--- src/rtl/adc_pkg.sv ---
// Shared definitions for the ADC conversion sequencer and its SIPO capture stage.
// Both blocks import this package so the phase encoding cannot diverge.
package adc_pkg;

  // Phase code driven to the SIPO; the numeric values are part of the interface.
  typedef enum logic [1:0] {
    S_IDLE  = 2'b00,
    S_LEAD  = 2'b01,
    S_SHIFT = 2'b10,
    S_LATCH = 2'b11
  } adc_state_t;

  // Resolution of the ADC this sequencer is paired with.
  localparam int ADC_DATA_BITS = 12;

  // Largest of three phase lengths; sizes the shared phase counter.
  function automatic int max3(input int a, input int b, input int c);
    int m;
    m = (a > b) ? a : b;
    return (m > c) ? m : c;
  endfunction

  // Bits needed to count down from n-1 to 0, never less than one.
  function automatic int cnt_width(input int n);
    return (n > 1) ? $clog2(n) : 1;
  endfunction

endpackage

--- src/rtl/adc_period_timer.sv ---
// Sample-period pacing for the conversion sequencer.
// The counter free-runs 0..SAMPLE_PERIOD-1 while enabled and parks at 0 while
// disabled, so the first start after enable rises is immediate.
module adc_period_timer
  import adc_pkg::*;
#(
  parameter int SAMPLE_PERIOD = 32
) (
  input  logic sclk,
  input  logic reset,
  input  logic enable,
  output logic start_tick
);

  localparam int TW = cnt_width(SAMPLE_PERIOD);

  logic [TW-1:0] count;

  // Period counter: wraps at SAMPLE_PERIOD-1, held at zero while disabled.
  always_ff @(posedge sclk) begin
    if (reset) begin
      count <= '0;
    end else if (!enable) begin
      count <= '0;
    end else if (count == TW'(SAMPLE_PERIOD - 1)) begin
      count <= '0;
    end else begin
      count <= count + 1'b1;
    end
  end

  // A start is requested once per period, at the top of the count.
  assign start_tick = enable && (count == '0);

endmodule

--- src/rtl/adc_conv_ctrl.sv ---
// Conversion sequencer for one 12-bit serial ADC.
// Walks IDLE -> LEAD -> SHIFT -> LATCH -> IDLE once per sample period, drives
// the ADC chip select, and publishes the phase code consumed by the SIPO.
// Handshake: sample_valid is a one-cycle strobe with no ready; the SIPO word is
// stable for that whole cycle and the consumer must take it then.
module adc_conv_ctrl
  import adc_pkg::*;
#(
  parameter int LEAD_BITS     = 4,
  parameter int DATA_BITS     = ADC_DATA_BITS,
  parameter int QUIET_CYCLES  = 2,
  parameter int SAMPLE_PERIOD = 32
) (
  input  logic        sclk,
  input  logic        reset,
  input  logic        enable,
  output logic [1:0]  state,
  output logic        cs_n,
  output logic        sample_valid,
  output logic [15:0] sample_count,
  output logic        busy
);

  localparam int PW = cnt_width(max3(LEAD_BITS, DATA_BITS, QUIET_CYCLES));

  // Reject parameter sets where a conversion cannot fit inside one period or
  // where the valid strobe would collide with the return to idle.
  if ((SAMPLE_PERIOD < 1 + LEAD_BITS + DATA_BITS + QUIET_CYCLES) ||
      (QUIET_CYCLES < 2) || (LEAD_BITS < 1) || (DATA_BITS < 1)) begin : g_param_check
    $error("adc_conv_ctrl: illegal LEAD/DATA/QUIET/SAMPLE_PERIOD combination");
  end

  adc_state_t    state_q;
  adc_state_t    state_d;
  logic [PW-1:0] phase_q;
  logic [PW-1:0] phase_d;
  logic          start_tick;
  logic          valid_d;
  logic [15:0]   count_q;

  adc_period_timer #(
    .SAMPLE_PERIOD (SAMPLE_PERIOD)
  ) u_timer (
    .sclk       (sclk),
    .reset      (reset),
    .enable     (enable),
    .start_tick (start_tick)
  );

  // Next-state and phase-counter reload: each phase loads its length minus one
  // on entry and leaves when the counter reaches zero. A start tick outside
  // IDLE is simply dropped.
  always_comb begin
    state_d = state_q;
    phase_d = phase_q;
    unique case (state_q)
      S_IDLE: begin
        if (start_tick) begin
          state_d = S_LEAD;
          phase_d = PW'(LEAD_BITS - 1);
        end
      end
      S_LEAD: begin
        if (phase_q == '0) begin
          state_d = S_SHIFT;
          phase_d = PW'(DATA_BITS - 1);
        end else begin
          phase_d = phase_q - 1'b1;
        end
      end
      S_SHIFT: begin
        if (phase_q == '0) begin
          state_d = S_LATCH;
          phase_d = PW'(QUIET_CYCLES - 1);
        end else begin
          phase_d = phase_q - 1'b1;
        end
      end
      S_LATCH: begin
        if (phase_q == '0) begin
          state_d = S_IDLE;
          phase_d = '0;
        end else begin
          phase_d = phase_q - 1'b1;
        end
      end
      default: begin
        state_d = S_IDLE;
        phase_d = '0;
      end
    endcase
  end

  // The strobe is launched from the first LATCH cycle so that it is visible
  // during the second one, a full cycle after the SIPO latched its word.
  assign valid_d = (state_q == S_LATCH) && (phase_q == PW'(QUIET_CYCLES - 1));

  // FSM registers plus outputs decoded from the next state, so cs_n and busy
  // change on the same edge as the phase code without combinational glitches.
  always_ff @(posedge sclk) begin
    if (reset) begin
      state_q      <= S_IDLE;
      phase_q      <= '0;
      cs_n         <= 1'b1;
      busy         <= 1'b0;
      sample_valid <= 1'b0;
      count_q      <= '0;
    end else begin
      state_q      <= state_d;
      phase_q      <= phase_d;
      cs_n         <= !((state_d == S_LEAD) || (state_d == S_SHIFT));
      busy         <= (state_d != S_IDLE);
      sample_valid <= valid_d;
      if (valid_d) begin
        count_q <= count_q + 16'd1;
      end
    end
  end

  assign state        = state_q;
  assign sample_count = count_q;

endmodule

--- config.mk ---
export PLATFORM = sky130hd
export DESIGN_NAME = adc_conv_ctrl
export DESIGN_NICKNAME = d
export VERILOG_FILES = /design/src/rtl/adc_pkg.sv /design/src/rtl/adc_period_timer.sv /design/src/rtl/adc_conv_ctrl.sv
export SDC_FILE = /design/constraint.sdc
export NUM_CORES = 1
export LEC_CHECK = 0
export BUFFER_PORTS_ARGS = -buffer_cell sky130_fd_sc_hd__buf_4
export CORE_UTILIZATION = 58
export CTS_CLUSTER_DIAMETER = 40
export DETAILED_ROUTE_END_ITERATION = 16
export GPL_TIMING_DRIVEN = 0
export PLACE_DENSITY = 0.82
export SLEW_MARGIN = 20
export SYNTH_ARGS = -nofsm -noshare
export SYNTH_HDL_FRONTEND = slang
export SYNTH_SLANG_ARGS = --single-unit
--- constraint.sdc ---
create_clock -name sclk -period 4.85 [get_ports sclk]
set_input_delay 0.7275 -clock sclk [delete_from_list [all_inputs] [get_ports sclk]]
set_output_delay 0.7275 -clock sclk [all_outputs]
set_load 0.05 [all_outputs]
==> summary.md, run 1 <==
| Metric | Value |
|---|---|
| Status | `completed` |
| Fmax achieved | `558 MHz` |
| Most common flop cell mapped by yosys | `dfxtp_1` |
| Cell Pwr Density | `353 nW/um^2` |
| Avg WL per Cell | `between 10 and 15 um` |
| Setup Total Neg Slack | `0 ns` |
| Slowest CP cell | `nor4_1` |
| Root Driver | `clkbuf_4` |
| Clock Path Buffers | `2` |
| Initial antenna violation count | `0` |
| Post-CTS Setup Bufs | `0` |
| Vias per inst | `5.58` |
| Worst rel slew slack | `a little under three fifths` |
| Filler Cells Inserted | `around 180` |
| Layout cells sized above 1 | `between 20% and 30%` |
| Unrepaired setup endpoints after global routing | `no` |
| Cells after Synth | `150` |
| Cell Rows | `17` |
| Worst-Margin Slew | `0.636 ns` |
| Placed cells | `200` |
| Setup violations, final | `0` |
| Hold WS | `roughly 0.48 ns` |
| Die W | `50.6 um` |
| ANT nets after route | `0` |
| Worst hold-check path type | `reg2reg` |
| Clock-pin slew on the worst setup and hold paths | `0.09 ns` |
| Slew Limit Fails | `0` |
| CTS Hold Buffers Added | `0` |
| 1st-iter DRT viols | `14` |
| GRT overflow | `0` |
| Area of the multi-input gates | `723 um^2` |
| Yosys cell types | `32` |
| WS Path Type | `reg2reg` |
| Vias in the first global route | `1078` |
| CTS sink cnt | `30` |
| Fin cells | `around 210` |
| Syn Std Cell Area | `1370 um^2` |
| ANT cells | `0` |
| DRC Markers | `0` |
| Worst clock skew | `about 0.0040 ns` |
| Worst setup EP type | `flip-flop` |
| Crit share post-route | `37.0%` |
| Synth Register Bits | `30` |
| Top area cells in the synthesized netlist | `dfxtp_1 (44%), nor2_1 (5.5%), xor2_1 (5.1%)` |
| Post-synth top area cell | `dfxtp_1` |
| IO buf count | `22` |
| FF+latch area | `about 600 um^2` |
| Min cycle time layout | `about 1.8 ns` |
| Asr flop ratio synth | `0%` |
| Syn_nets | `around 160` |
| Via count | `1160` |
| CP Data Required Time | `5.07 ns` |
| RePlAce Congestion | `0.821` |
| CTS buffer count | `5` |
| Post-CTS Resized | `0` |
| P_leak | `0.689 nW` |
| Final Core Density | `around three quarters` |
| Core area | `2210 um^2` |
| Total Power | `0.000575 W` |
| CP peak stage delay | `about 0.60 ns` |
| Avg Inst Size Synth | `9.12 um^2` |
| Layout area overhead | `19.0%` |
| Critical Path Source | `phase_q[0]` |
| First-pass GRT wire length | `4.65 mm` |
| TritonRoute pass-1 iters | `4` |
| Peak fanout along the critical path | `7` |
| GRT Overall Usage | `25.2%` |
| Nets | `187` |
| Total of max-cap violations | `0` |
| CP Cell Sequence | `nor4_1 -> nand2_1 -> xor2_1 -> ha_1 -> nand2b_1` |
| Post-synthesis sequential area ratio | `43.9%` |
| Die Ht | `roughly 51 um` |
| Starting Density | `between 60% and 70%` |
| H-tree levels | `2` |
| CTS tree | `done` |
| Largest net degree at the start of global routing | `11` |
| Drt total wl | `2.66 mm` |
| Startpoint types | `flip-flop` |
| Hold Vio Cnt, Final | `0` |
| Origin of the critical flop-to-flop path | `phase_q[0]` |
| Boundary Pins | `24` |
| EDFF count, synth | `0` |
| Clock Latency Late Sink | `0.32 ns` |
| Yosys top cell area share | `43.9%` |
| HPWL Detailed | `1.93 mm` |
| Yosys warning count | `0` |
| Worst EP arrival | `2.01 ns` |
| Max IR drop VDD | `around 0.24 mV` |
| Die footprint | `2560 um^2` |
| Min-delay src | `u_timer.count[0]` |
[worst max-delay path: cells and delay by family, from the launching register on]
| family | cells | cell delay [ns] |
|---|---|---|
| AND/OR/NAND/NOR | 3 | 0.85 |
| flip-flops | 1 | 0.38 |
| adder cells (fa/ha/maj) | 1 | 0.28 |
| XOR/XNOR | 1 | 0.19 |
[cell usage in the layout, fill, tap and decap left out, drive strengths merged]
cell type and n:
o21ai 9, and4bb 1, and4b 1, xnor2 4
a211oi 1, nand3 5, nor2b 3, and3 5
clkinv 1, and4 2, nand4 8, or3 9
or2 2, nand2b 1, inv 3, mux2i 1
o41a 1, nor3 1, xor2 8, dfxtp 30
clkbuf 10, o311ai 1, nand2 5, and2 4
ha 5, a21oi 8, nor2 20, o31ai 1
buf 25, nor4 5
[metrics by stage]
stage / cell area (um^2) / worst slack, ns
after CTS: 1630 / 3.07
after global placement: 1570 / 3.08
final: 1630 / 3.06
after detailed placement: 1570 / 3.07
after floorplan: 1370 / 2.99
after global routing: 1630 / 2.80
[worst paths after layout]
kind	slack [ns]	end	cells past startpoint
worst min-delay path	0.48	u_timer.count[0]	1
worst max-delay path	3.06	cs_n	5
worst max register to register	3.06	cs_n	5
worst min register to register	0.48	u_timer.count[0]	1
[cells by family (layout without fill, tap and decap cells)]
logic type	after synthesis	count (layout)	share of synthesized area (%)
buffers and inverters	9	39	3.20
DFF	30	30	43.9
adders and majority gates	5	5	4.57
muxes	1	1	0.732
xor gates and xnor gates	12	12	7.69
AOI/OAI and AO/OA	21	21	8.78
and+or+nand+nor	72	72	31.1
[report_power, final]
part | internal, W | switching, W | leakage (nW) | total [W]
combinational | 0.0000493 | 0.0000886 | 0.410 | 0.000138
sequential | 0.000266 | 0.0000180 | 0.244 | 0.000284
clock | 0.0000701 | 0.0000826 | 0.0353 | 0.000153
total | 0.000385 | 0.000189 | 0.689 | 0.000575
[registers in the layout, summed over array words and instances, names as in the netlist]
signal         count
busy               1
cs_n               1
u_timer.count      5
sample_count      16
phase_q            4
sample_valid       1
state              2
[layout make-up]
cell class	instances	share of cell area [%]
multi-input combinational	111	44.4
sequential	30	36.9
timing repair buffer	22	10.1
buffer	6	2.00
clock buffer	7	3.38
clock inverter	1	0.307
inverter	3	0.692
tap	28	2.15
[metal layers]
metal | track usage [%] | routed length, um
met1 | 28.8 | 1230
met2 | 42.0 | 1250
met3 | 8.48 | 123
met4 | 11.6 | 57
met5 | 0 | 0
[Yosys cell counts, types with 3 or more instances]
cell	count
o21ai_0	9
ha_1	5
nand4_1	6
nand3_1	5
inv_1	3
xnor2_1	4
nand2_1	5
and3_1	5
xor2_1	8
or3_1	9
and2_1	4
nor4_1	5
nor2_1	20
a21oi_1	8
nor2b_1	3
clkbuf_1	3
dfxtp_1	30
(Power assumes the default switching activity.)
==> run 2, diff against run 1 <==
Settings changed: CORE_UTILIZATION 58 to 54, PLACE_DENSITY 0.82 to 0.77.
Clock period 4.85 ns to 1.85 ns, I/O delays scaled along.
==> run 2 against run 1 <==
Compared with the run above: die area rose by 7.1%; via count rose by 2.5%; utilization fell by 2.4 points; non-clock buffer count did not move; sequential cell count did not move; cell count did not move; register-to-register slack got worse by 2.9 ns; clock power rose to 2.7 times the previous value; wire length fell by 1.0%; sequential power rose to 2.6 times the previous value; global-route usage fell by 3.0 points; critical endpoint unchanged; highest routed layer unchanged.
==> summary.md, run 2 (same netlist as run 1, synthesis figures left out) <==
| Metric | Value |
|---|---|
| H-tree levels | `2 (unchanged)` |
| 1st-iter DRT viols | `19 (was 14)` |
| Fmax achieved | `606 MHz (was 558 MHz)` |
| Worst clock skew | `0.00308 ns (was 0.00404 ns)` |
| GRT overflow | `0 (unchanged)` |
| Unrepaired setup endpoints after global routing | `no (unchanged)` |
| Hold Vio Cnt, Final | `0 (unchanged)` |
| Crit share post-route | `89.2% (was 37.0%)` |
| RePlAce Congestion | `0.749 (was 0.821)` |
| Die Ht | `52.3 um (was 50.6 um)` |
| CTS buffer count | `5 (unchanged)` |
| Root Driver | `clkbuf_4 (unchanged)` |
| Min cycle time layout | `1.65 ns (was 1.79 ns)` |
| Worst-Margin Slew | `0.448 ns (was 0.636 ns)` |
| P_leak | `0.690 nW (was 0.689 nW)` |
| IO buf count | `22 (unchanged)` |
| DRC Markers | `0 (unchanged)` |
| Peak fanout along the critical path | `6 (was 7)` |
| Via count | `1189 (was 1160)` |
| Most common cell after layout, fill and taps aside | `dfxtp_1 (unchanged)` |
| Clock-pin slew on the worst setup and hold paths | `0.09 ns (about the same)` |
| ANT cells | `0 (unchanged)` |
| Slew Limit Fails | `0 (unchanged)` |
| Most frequent cells in the layout | `dfxtp_1 (29), buf_4 (22), nor2_1 (20), or3_1 (9), o21ai_0 (9) (was dfxtp_1 (30), buf_4 (22), nor2_1 (20), or3_1 (9), o21ai_0 (9))` |
| Layout area overhead | `19.6% (was 19.0%)` |
| Worst hold-check path type | `in2reg (was reg2reg)` |
| Post-CTS Setup Bufs | `0 (unchanged)` |
| HPWL Detailed | `1.89 mm (was 1.93 mm)` |
| ANT nets after route | `0 (unchanged)` |
| GRT Overall Usage | `22.2% (was 25.2%)` |
| Worst EP arrival | `1.93 ns (was 2.01 ns)` |
| CTS tree | `done (unchanged)` |
| Cell Pwr Density | `932 nW/um^2 (was 353 nW/um^2)` |
| Clock Path Buffers | `2 (unchanged)` |
| Max IR drop VDD | `0.758 mV (was 0.237 mV)` |
| Drt total wl | `2.64 mm (was 2.66 mm)` |
| Initial antenna violation count | `0 (unchanged)` |
| First-pass GRT wire length | `4.27 mm (was 4.65 mm)` |
| Vias in the first global route | `1056 (was 1078)` |
| Hold WS | `0.190 ns (was 0.475 ns)` |
| Total of max-cap violations | `0 (unchanged)` |
| Layout cells sized above 1 | `21.1% (was 20.0%)` |
| CTS sink cnt | `30 (unchanged)` |
| Core area | `2300 um^2 (was 2210 um^2)` |
| Status | `completed (unchanged)` |
| WS Path Type | `reg2reg (unchanged)` |
| Filler Cells Inserted | `185 (was 181)` |
| Largest net degree at the start of global routing | `11 (unchanged)` |
| Setup violations, final | `0 (unchanged)` |
| Worst rel slew slack | `69.9% (was 57.2%)` |
| Startpoint types | `flip-flop (unchanged)` |
| Clock Latency Late Sink | `0.33 ns (was 0.32 ns)` |
| TritonRoute pass-1 iters | `5 (was 4)` |
| Max reg flops | `16 (unchanged)` |
| Die W | `52.3 um (was 50.6 um)` |
| CP Data Required Time | `2.13 ns (was 5.07 ns)` |
| Vias per inst | `5.72 (was 5.58)` |
| Avg WL per Cell | `12.7 um (was 12.8 um)` |
| Setup Total Neg Slack | `0 ns (unchanged)` |
| Cell Rows | `17 (unchanged)` |
| Worst setup EP type | `flip-flop (unchanged)` |
| Boundary Pins | `24 (unchanged)` |
| Nets | `187 (unchanged)` |
| Starting Density | `59.5% (was 61.8%)` |
| Die footprint | `2740 um^2 (was 2560 um^2)` |
[run 2: path summary, 6_finish.rpt]
| kind | startpoint | end | slack (ns) | cells after the start |
|---|---|---|---|---|
| setup / recovery | phase_q[2] | cs_n | 0.20 | 5 |
| hold / removal | enable | u_timer.count[4] | 0.19 | 2 |
| setup reg to reg | phase_q[2] | cs_n | 0.20 | 5 |
| hold reg to reg | u_timer.count[0] | u_timer.count[0] | 0.47 | 1 |
[run 2: where the power goes]
| part | switching (W) | total, W | internal [W] |
|---|---|---|---|
| clock | 0.000228 | 0.000412 | 0.000184 |
| combinational | 0.000233 | 0.000366 | 0.000133 |
| sequential | 0.0000480 | 0.000746 | 0.000698 |
| total | 0.000509 | 0.00152 | 0.00101 |
[run 2: layout make-up]
cell class              count  area, um^2  area share (%)
flip-flops and latches     30         602            36.8
clock inverters             1        5.00           0.306
clock buffers               7        55.1            3.37
inverters                   3        11.3           0.689
well taps                  28        35.0            2.14
multi-input cells         111         729            44.6
plain buffers               6        32.5            1.99
repair buffers             22         165            10.1
[run 2: through the flow]
step                power, W  setup WS, ns  cell area (um^2)  utilization [%]  instances
floorplan            0.00103        0.0997              1370                -        150
global placement     0.00111        0.0863              1570             68.3        200
detailed placement   0.00112        0.0364              1570             68.3        200
CTS                  0.00153        0.0215              1630             70.9        208
global route         0.00160        0.0822              1640             71.2        208
finish               0.00152         0.200              1640             71.2        208
[run 2: worst max-delay path: stages (launching register included)]
cell and delay (ns):
dfxtp_1 0.37, nor4_2 0.48, nand2_1 0.16, xor2_1 0.24, ha_1 0.27, nand2b_1 0.08
[run 2: layer usage]
metal / up-vias / routed length (um) / track usage [%]
met5: - / 0 / 0
met4: 0 / 106 / 19.7
met3: 12 / 98 / 6.38
met2: 31 / 1230 / 34.6
met1: 551 / 1200 / 24.1
li1: 595 / - / -
[run 2: timing repair]
action | CTS | global route
setup endpoints to repair | 0 | 2
resized for setup | 0 | 1
endpoints found under the hold margin | 0 | 0
hold buffers | 0 | 0
==> run 3, diff against run 2 <==
Settings changed: SYNTH_HIERARCHICAL set to 1.
==> run 3 against run 2 <==
Compared with the run above: global-route usage grew 0.30 points; design area grew 1.5%; critical endpoint unchanged; highest routed layer unchanged; area after synthesis grew 2.1%; power shrank 6.2%; first-iteration DRC count grew 37%; clock skew grew 0.0077 ns; worst hold slack gained 0.047 ns; count of clock-buffer cells in the layout shrank 2; via count shrank 1.2%; critical path depth grew 2; utilization shrank 3.6 points.
==> summary.md, run 3 <==
| Metric | Value |
|---|---|
| Crit share post-route | `91.3% (was 89.2%)` |
| Worst clock skew | `0.0108 ns (was 0.00308 ns)` |
| Post-Synth XOR/XNOR Area | `6.90% (was 7.69%)` |
| Reg2Reg Setup Slack | `0.16 ns (was 0.20 ns)` |
| Peak fanout along the critical path | `4 (was 6)` |
| Avg Inst Size Synth | `9.25 um^2 (was 9.12 um^2)` |
| Post-Synth Simple-Gate Area | `29.9% (was 31.1%)` |
| GRT Overall Usage | `22.5% (was 22.2%)` |
| Die W | `52.9 um (was 52.3 um)` |
| Critical Path Source | `u_timer/count[0] (was phase_q[2])` |
| Worst EP arrival | `1.97 ns (was 1.93 ns)` |
| Initial antenna violation count | `0 (unchanged)` |
| First-pass GRT wire length | `4.48 mm (was 4.27 mm)` |
| Hold Crit Endpoint | `u_timer/count[4] (was u_timer.count[4])` |
| ANT nets after route | `0 (unchanged)` |
| EDFF count, synth | `0 (unchanged)` |
| GRT overflow | `0 (unchanged)` |
| Top area cells in the synthesized netlist | `dfxtp_1 (43%), nor2_1 (5.6%), ha_1 (4.5%) (was dfxtp_1 (44%), nor2_1 (5.5%), xor2_1 (5.1%))` |
| Largest family of logic cells by synthesized area | `simple AND/OR/NAND/NOR gates (unchanged)` |
| Layout area overhead | `18.8% (was 19.6%)` |
| Setup violations, final | `0 (unchanged)` |
| 1st-iter DRT viols | `26 (was 19)` |
| Hold WS | `0.237 ns (was 0.190 ns)` |
| Max IR drop VDD | `0.783 mV (was 0.758 mV)` |
| Boundary Pins | `24 (unchanged)` |
| Nets | `189 (was 187)` |
| Worst hold-check path type | `in2reg (unchanged)` |
| Drt total wl | `2.69 mm (was 2.64 mm)` |
| Compound-Gate Fraction of Synth Area | `9.86% (was 8.78%)` |
| Most common flop cell mapped by yosys | `dfxtp_1 (unchanged)` |
| Cell Rows | `18 (was 17)` |
| Post-CTS Resized | `0 (unchanged)` |
| Post-synth top area cell | `dfxtp_1 (unchanged)` |
| Worst-Margin Slew | `0.492 ns (was 0.448 ns)` |
| RePlAce Congestion | `0.822 (was 0.749)` |
| CTS tree | `done (unchanged)` |
| Filler Cells Inserted | `211 (was 185)` |
| Worst Hold Depth | `2 (unchanged)` |
| Most common cell after layout, fill and taps aside | `dfxtp_1 (unchanged)` |
| Avg WL per Cell | `12.8 um (was 12.7 um)` |
| Hold Vio Cnt, Final | `0 (unchanged)` |
| Min-delay src | `enable (unchanged)` |
| TritonRoute pass-1 iters | `6 (was 5)` |
| Most frequent cell after synthesis | `dfxtp_1 (unchanged)` |
| Slew Limit Fails | `0 (unchanged)` |
| P_leak | `0.689 nW (was 0.690 nW)` |
| WS Path Type | `reg2reg (unchanged)` |
| Worst setup EP type | `flip-flop (unchanged)` |
| Status | `completed (unchanged)` |
| FF+latch area | `606 um^2 (was 602 um^2)` |
| Yosys cell types | `40 (was 32)` |
| Yosys warning count | `6 (was 0)` |
| Total of max-cap violations | `0 (unchanged)` |
| Vias in the first global route | `1052 (was 1056)` |
| Clock Path Buffers | `2 (unchanged)` |
| Most frequent cells in the layout | `dfxtp_1 (26), buf_4 (23), nor2_1 (21), o21ai_0 (10) (was dfxtp_1 (29), buf_4 (22), nor2_1 (20), or3_1 (9), o21ai_0 (9))` |
| Origin of the critical flop-to-flop path | `u_timer/count[0] (was phase_q[2])` |
| Synth Register Bits | `30 (unchanged)` |
| Mux cell area share after synthesis | `1.61% (was 0.732%)` |
| Post-synthesis sequential area ratio | `43.0% (was 43.9%)` |
| Fmax achieved | `592 MHz (was 606 MHz)` |
| Min cycle time layout | `1.69 ns (was 1.65 ns)` |
| Post-synth top cells | `dfxtp_1 (30), nor2_1 (21), o21ai_0 (11) (was dfxtp_1 (30), nor2_1 (20), o21ai_0 (9), or3_1 (9))` |
| Via count | `1175 (was 1189)` |
| CTS sink cnt | `30 (unchanged)` |
| R2R depth | `7 (was 5)` |
| Syn_nets | `159 (was 158)` |
| Vias per inst | `5.57 (was 5.72)` |
| Core area | `2450 um^2 (was 2300 um^2)` |
| Starting Density | `56.9% (was 59.5%)` |
| Cell Pwr Density | `862 nW/um^2 (was 932 nW/um^2)` |
| CTS Hold Buffers Added | `0 (unchanged)` |
| Post-CTS Setup Bufs | `0 (unchanged)` |
| Unrepaired setup endpoints after global routing | `no (unchanged)` |
| Setup Total Neg Slack | `0 ns (unchanged)` |
| Worst rel slew slack | `67.2% (was 69.9%)` |
| Syn Std Cell Area | `1400 um^2 (was 1370 um^2)` |
| ANT cells | `0 (unchanged)` |
| DRC Markers | `0 (unchanged)` |
| Cells after Synth | `151 (was 150)` |
| CP Data Required Time | `2.13 ns (about the same)` |
| Largest net degree at the start of global routing | `11 (unchanged)` |
| Asr flop ratio synth | `0% (unchanged)` |
| Die footprint | `2790 um^2 (was 2740 um^2)` |
| IO buf count | `23 (was 22)` |
| Root Driver | `clkbuf_4 (unchanged)` |
| Die Ht | `52.9 um (was 52.3 um)` |
| Area of the multi-input gates | `737 um^2 (was 729 um^2)` |
| Worst R2R End | `cs_n (unchanged)` |
| H-tree levels | `2 (unchanged)` |
| Layout cells sized above 1 | `28.2% (was 21.1%)` |
| Clock-pin slew on the worst setup and hold paths | `0.09 ns (about the same)` |
| HPWL Detailed | `1.96 mm (was 1.89 mm)` |
| Startpoint types | `flip-flop (unchanged)` |
| Max reg flops | `16 (unchanged)` |
| Clock Latency Late Sink | `0.33 ns (about the same)` |
| Synth Area in Adders | `4.48% (was 4.57%)` |
| Yosys top cell area share | `43.0% (was 43.9%)` |
| CTS buffer count | `5 (unchanged)` |
run 3: worst max-delay path: stages, from the launching register on:
cell and delay [ns]:
dfxtp_1 0.38, inv_1 0.06, ha_1 0.18, and4b_2 0.25
mux2_2 0.26, o21ai_1 0.19, ha_1 0.26, nand2b_1 0.06
run 3: power breakdown:
part / switching [W] / total [W] / internal, W / leakage (nW)
Clock: 0.000218 / 0.000355 / 0.000136 / 0.0308
Combinational: 0.000209 / 0.000333 / 0.000124 / 0.413
Sequential: 0.0000504 / 0.000741 / 0.000691 / 0.245
run 3: cell families (layout without fill, tap and decap cells):
logic type	count (synthesis)	in the layout
DFF	30	30
and+or+nand+nor	70	70
AOI/OAI and AO/OA	24	24
muxes	2	2
xor gates and xnor gates	11	11
adders and majority gates	5	5
buffers and inverters	9	39
run 3: layout make-up:
| type | count | share of cell area, % |
|---|---|---|
| plain buffers | 4 | 2.41 |
| clock buffers | 5 | 2.26 |
| clock inverters | 2 | 0.603 |
| inverters | 5 | 1.13 |
| multi-input cells | 112 | 44.4 |
| flip-flops and latches | 30 | 36.5 |
| well taps | 30 | 2.26 |
| repair buffers | 23 | 10.4 |
run 3: through the flow:
| step | total power [W] | setup slack [ns] | util [%] | cells | cell area, um^2 |
|---|---|---|---|---|---|
| final | 0.00143 | 0.161 | 67.6 | 211 | 1660 |
| after global routing | 0.00150 | 0.0134 | 67.6 | 211 | 1660 |
| after global placement | 0.00108 | 0.110 | 65.6 | 204 | 1610 |
| after CTS | 0.00144 | 0.0582 | 67.6 | 211 | 1660 |
| after floorplan | 0.000999 | 0.0249 | - | 151 | 1400 |
| after detailed placement | 0.00109 | 0.0809 | 65.6 | 204 | 1610 |
run 3: layer usage:
| metal | up-vias | part of all wire [%] | wire length, um | track usage [%] |
|---|---|---|---|---|
| met2 | 21 | 50 | 1360 | 38.0 |
| met1 | 548 | 45 | 1200 | 26.2 |
| met3 | 8 | 3.0 | 82 | 6.03 |
| met4 | 0 | 1.8 | 49 | 10.5 |
| met5 | - | 0 | 0 | 0 |
| li1 | 598 | - | - | - |
run 3: how the worst max path moves through the flow:
stage | to | slack (ns) | depth (start not counted)
floorplan | sample_count[15] | 0.02 | 4
global placement | cs_n | 0.11 | 7
detailed placement | cs_n | 0.08 | 7
CTS | cs_n | 0.06 | 7
global route | cs_n | 0.01 | 7
finish | cs_n | 0.16 | 7
